## config.mk

```make
export PLATFORM = sky130hd
export DESIGN_NAME = hazard_ctrl
export DESIGN_NICKNAME = d
export VERILOG_FILES = /design/src/rtl/hazard_ctrl.sv
export SDC_FILE = /design/constraint.sdc
export NUM_CORES = 1
export LEC_CHECK = 0
export ABC_AREA = 0
export CAP_MARGIN = 20
export CORE_AREA = 10 10 47 49
export DETAILED_ROUTE_END_ITERATION = 8
export DIE_AREA = 0 0 57 59
export PLACE_DENSITY = 0.7
export SLEW_MARGIN = 20
export SYNTH_ARGS = -nofsm -noshare
export SYNTH_HDL_FRONTEND = slang
export SYNTH_SLANG_ARGS = --single-unit
```

## constraint.sdc

```tcl
create_clock -name clk -period 1.4 [get_ports clk]
set_input_delay 0.28 -clock clk [delete_from_list [all_inputs] [get_ports clk]]
set_output_delay 0.28 -clock clk [all_outputs]
set_load 0.05 [all_outputs]
```

## src/rtl/hazard_ctrl.sv

```systemverilog
// Pipeline hazard controller: startup flush, load-use stall, branch flush, memory freeze.
// Optional performance counters are built when HAZARD_PERF_EN is defined.
module hazard_ctrl (
  input  logic       clk,
  input  logic       rst,
  input  logic [4:0] id_rs1,
  input  logic [4:0] id_rs2,
  input  logic       id_use_rs2,
  input  logic       ex_memread,
  input  logic [4:0] ex_rd,
  input  logic       ex_pcsrc,
  input  logic       mem_req,
  input  logic       mem_ready,
  output logic       pc_write,
  output logic       ifid_write,
  output logic       ifid_flush,
  output logic       clearcontrol,
  output logic       idex_flush,
  output logic       exmem_hold,
  output logic       memwb_hold
`ifdef HAZARD_PERF_EN
  ,
  output logic [15:0] stall_cnt,
  output logic [15:0] flush_cnt
`endif
);

  localparam logic [1:0] STARTUP  = 2'd0;
  localparam logic [1:0] RUN      = 2'd1;
  localparam logic [1:0] MEM_WAIT = 2'd2;

  logic [1:0] state_q, state_d;
  logic       cnt_q, cnt_d;
  logic       load_use;
  logic       freeze;

  assign load_use = ex_memread && (ex_rd != 5'd0) &&
                    ((ex_rd == id_rs1) || (id_use_rs2 && (ex_rd == id_rs2)));

  // A pending access freezes the whole pipeline; in MEM_WAIT only mem_ready releases it.
  assign freeze = ((state_q == RUN) && mem_req && !mem_ready) ||
                  ((state_q == MEM_WAIT) && !mem_ready);

  always_comb begin
    pc_write     = 1'b1;
    ifid_write   = 1'b1;
    ifid_flush   = 1'b0;
    clearcontrol = 1'b0;
    idex_flush   = 1'b0;
    exmem_hold   = 1'b0;
    memwb_hold   = 1'b0;
    if (state_q == STARTUP) begin
      pc_write     = 1'b0;
      ifid_write   = 1'b0;
      ifid_flush   = 1'b1;
      clearcontrol = 1'b1;
      idex_flush   = 1'b1;
    end else if (freeze) begin
      pc_write   = 1'b0;
      ifid_write = 1'b0;
      exmem_hold = 1'b1;
      memwb_hold = 1'b1;
    end else if (ex_pcsrc) begin
      ifid_flush = 1'b1;
      idex_flush = 1'b1;
    end else if (load_use) begin
      pc_write     = 1'b0;
      ifid_write   = 1'b0;
      clearcontrol = 1'b1;
    end
  end

  always_comb begin
    state_d = state_q;
    cnt_d   = 1'b0;
    case (state_q)
      STARTUP: begin
        cnt_d = !cnt_q;
        if (cnt_q) state_d = RUN;
      end
      RUN:      if (freeze) state_d = MEM_WAIT;
      MEM_WAIT: if (mem_ready) state_d = RUN;
      default:  state_d = STARTUP;
    endcase
  end

  always_ff @(posedge clk or negedge rst) begin
    if (!rst) begin
      state_q <= STARTUP;
      cnt_q   <= 1'b0;
    end else begin
      state_q <= state_d;
      cnt_q   <= cnt_d;
    end
  end

`ifdef HAZARD_PERF_EN
  logic [15:0] stall_cnt_q, flush_cnt_q;
  logic        stall_ev, flush_ev;

  assign stall_ev = ((state_q == RUN) || (state_q == MEM_WAIT)) && !pc_write;
  assign flush_ev = (state_q == RUN) && ifid_flush;

  // Counters saturate rather than wrap.
  always_ff @(posedge clk or negedge rst) begin
    if (!rst) begin
      stall_cnt_q <= 16'd0;
      flush_cnt_q <= 16'd0;
    end else begin
      if (stall_ev && (stall_cnt_q != 16'hFFFF)) stall_cnt_q <= stall_cnt_q + 16'd1;
      if (flush_ev && (flush_cnt_q != 16'hFFFF)) flush_cnt_q <= flush_cnt_q + 16'd1;
    end
  end

  assign stall_cnt = stall_cnt_q;
  assign flush_cnt = flush_cnt_q;
`endif

endmodule

```

==> flow_metrics.py <==
metrics = {
    "run_status": {
        "status": "complete, but fails checks",
        "violations_in_the_final_reports": "setup timing",
    },
    "grt": {
        "grt_overflow": 0,
        "grt_pass1_vias": 474,
        "initial_antenna_violation_count": 0,
        "grt_first_pass_wirelength_mm": 2.10,
        "pin_count_of_the_biggest_net_entering_global_routing": 5,
        "globalRouteTotalUtil_pct": 7.78,
    },
    "setup_path": {
        "arrival_ps": 1590,
        "critPathRequiredTime_ps": 1120,
        "reg_to_reg_critical_path_endpoint": "state_q[0]",
        "cpPeakStageDelay_ps": 280,
        "worstReg2RegStart": "state_q[1]",
        "crit_path_cell_trace": "buf_6 > xor2_2 > nor4_2 > a32oi_1 > buf_4 > o41ai_4 > buf_12",
        "critical_path_peak_fanout": 2,
        "ff2ff_path_depth": 5,
        "cp-start-kind": "input port",
        "timing.reg2reg.setup_slack_ps": 90,
        "criticalPathCategory": "in -> out",
        "critical_path.slowest_cell": "sky130_fd_sc_hd__o41ai_4",
        "critPathCaptureType": "primary output",
    },
    "clock_tree": {
        "cts_hold_repair.buffers": 0,
        "clk-insertion-delay-late_ps": 230,
        "cts_tree": "built",
        "clock_tree.buffer_depth": 2,
        "cts_buffers": 3,
        "clock_tree.root_cell": "sky130_fd_sc_hd__clkbuf_4",
        "cts.reportedPaths.clkPinSlew_ps": 30,
        "clock_sink_count": 3,
        "h_tree_depth": 1,
    },
    "timing": {
        "slew-limit-headroom_pct": 78.2,
        "finalSetupViolations": 7,
        "final_min_period_over_clock_period_pct": 133,
        "worst_hold_slack_ps": 229,
        "max_clock_freq_ghz": 0.536,
        "worst_pin_slew_ps": 325,
        "worst_clock_skew_ps": 0.104,
        "final_max_slew_violation_count": 0,
        "fin_crit_ps": 1870,
        "finalHoldViolations": 0,
        "fin_setup_tns_ps": -2520,
        "finalWorstSetupSlack_ps": -465,
        "grt_setup_unrepaired": "true",
    },
    "detailed_routing": {
        "route.detailed.wl_per_inst_um": 13.5,
        "ant_nets": 0,
        "drt_drc_violations_left": 0,
        "vias_per_cell": 4.47,
        "firstDrtPassIters": 2,
        "vias": 425,
        "drtIter0Drc": 5,
        "wl_mm": 1.29,
    },
    "placement": {
        "dpl.hpwl_mm": 1.05,
        "gpl.final_weighted_congestion": 0.731,
        "io_buffers": 28,
        "placed_cells": 87,
    },
    "layout": {
        "syn2layout_area_growth_pct": 155,
        "post_route_non_filler_standard_cell_count": 95,
        "layout_commonest_cell": "sky130_fd_sc_hd__buf_4",
        "n_antenna_cell": 0,
        "mostFrequentLayoutCells": "10 x sky130_fd_sc_hd__buf_4, 9 x sky130_fd_sc_hd__buf_6, 8 x sky130_fd_sc_hd__dlygate4sd2_1",
        "post_route_cells_drive_above_1_share_pct": 53.2,
        "final_nets": 102,
    },
    "floorplanning": {
        "die_x_um": 57,
        "coreArea_um2": 1400,
        "io_pins": 29,
        "num_rows": 14,
        "floorplan.die_area_um2": 3360,
        "floorplan.initialDensity_pct": 23.3,
        "die_h_um": 59,
    },
    "yosys": {
        "synthCells": 38,
        "post_synthesis_cell_area_um2": 327,
        "synth_seq_area_share_pct": 23.0,
        "number_of_nets_in_the_synthesized_netlist": 60,
        "synth_cell_type_count": 18,
        "synth-seq-cells": 3,
        "post_synth_and_or_nand_nor_area_fraction_pct": 23.8,
        "mean_area_per_synthesized_cell_um2": 8.59,
        "yosys.area_share.adder_pct": 0,
        "post_synthesis_compound_gate_area_fraction_pct": 18.4,
        "muxShareOfSynthArea_pct": 0,
        "synth-xor-area-share_pct": 26.8,
        "yosysWarnings": 0,
        "synth_top_family_by_area": "XOR/XNOR gates",
    },
    "pwr": {
        "vdd_ir_drop_max_mv": 1.09,
        "pwr_density_cell_nw_per_um2": 1690,
        "p_total_mw": 1.41,
        "p_leak_nw": 0.383,
    },
    "job": {
        "max_cap_viol_count": 0,
    },
    "hold_path": {
        "hold_class": "in -> async",
    },
}
-- Yosys cell counts, drive strengths merged --
master / n / area [um2]
inv: 1 / 3.75
or2: 1 / 6.26
a21o: 1 / 7.51
a221oi: 1 / 8.76
xnor2: 1 / 8.76
xor2: 9 / 78.8
o41ai: 1 / 16.3
nand2b: 2 / 12.5
nor3: 1 / 5.00
a21oi: 2 / 10.0
o31a: 1 / 8.76
or4: 1 / 7.51
nor2: 7 / 26.3
buf: 3 / 22.5
nor4: 1 / 12.5
nand3b: 1 / 7.51
dfrtp: 3 / 75.1
a32oi: 1 / 8.76
-- area by class of cell --
| type | instances | area [um2] |
|---|---|---|
| Timing Repair Buffer | 40 | 412 |
| Sequential cell | 3 | 75.1 |
| Clock buffer | 4 | 26.3 |
| Tap cell | 16 | 20.0 |
| Multi-Input combinational cell | 31 | 297 |
| Inverter | 1 | 3.75 |
| Fill cell | 130 | 568 |
-- how the worst max path moves through the flow --
stage,startpoint,to,slack [ps],cells after the start
global placement,ex_rd[3],clearcontrol,-830,7
detailed placement,ex_rd[3],clearcontrol,-880,7
global route,id_rs2[3],clearcontrol,-550,7
floorplan,state_q[1],ifid_flush,-460,4
finish,id_rs2[3],clearcontrol,-470,7
CTS,id_rs2[1],clearcontrol,-560,7
-- worst max-delay path: cells and delay by family --
family | cells | cell delay [ps]
xor+xnor | 1 | 160
simple gates | 1 | 270
buf+inv | 3 | 430
compound gates | 2 | 430
-- sequential cells by signal (all words and copies together), names as in the netlist --
| name | cells |
|---|---|
| cnt_q | 1 |
| state_q | 2 |
-- metal layers --
metal	up-vias	GRT usage, %	part of all wire (%)
li1	209	-	-
met1	203	7.49	36
met2	11	14.6	59
met3	2	1.72	4.8
met4	0	5.03	0.62
met5	-	0	0
-- per-stage QoR --
stage                     utilization [%]  worst slack, ps  area [um2]
after floorplan                         -             -458         357
after global placement               52.5             -834         736
after detailed placement             52.5             -878         736
after CTS                            56.5             -562         792
after global routing                 59.5             -551         833
final                                59.5             -465         833
-- cells by family (layout without fill, tap and decap cells) --
| group | after synthesis | after routing |
|---|---|---|
| flops | 3 | 3 |
| buf+inv | 4 | 45 |
| compound gates | 7 | 7 |
| xor+xnor | 10 | 10 |
| simple gates | 14 | 14 |
-- where the power goes --
part	internal, mW	total, mW	switching (mW)
Clock	0.107	0.148	0.0412
Combinational	0.555	1.12	0.562
Sequential	0.121	0.143	0.0219
Total	0.783	1.41	0.625
-- timing repair --
item,4_1_cts,5_1_grt
resized for setup,45,12
pin swaps,12,5
setup endpoints to repair,7,7
setup buffers,2,2
cloned,0,0
No activity file was read; power rests on OpenSTA's default activity.
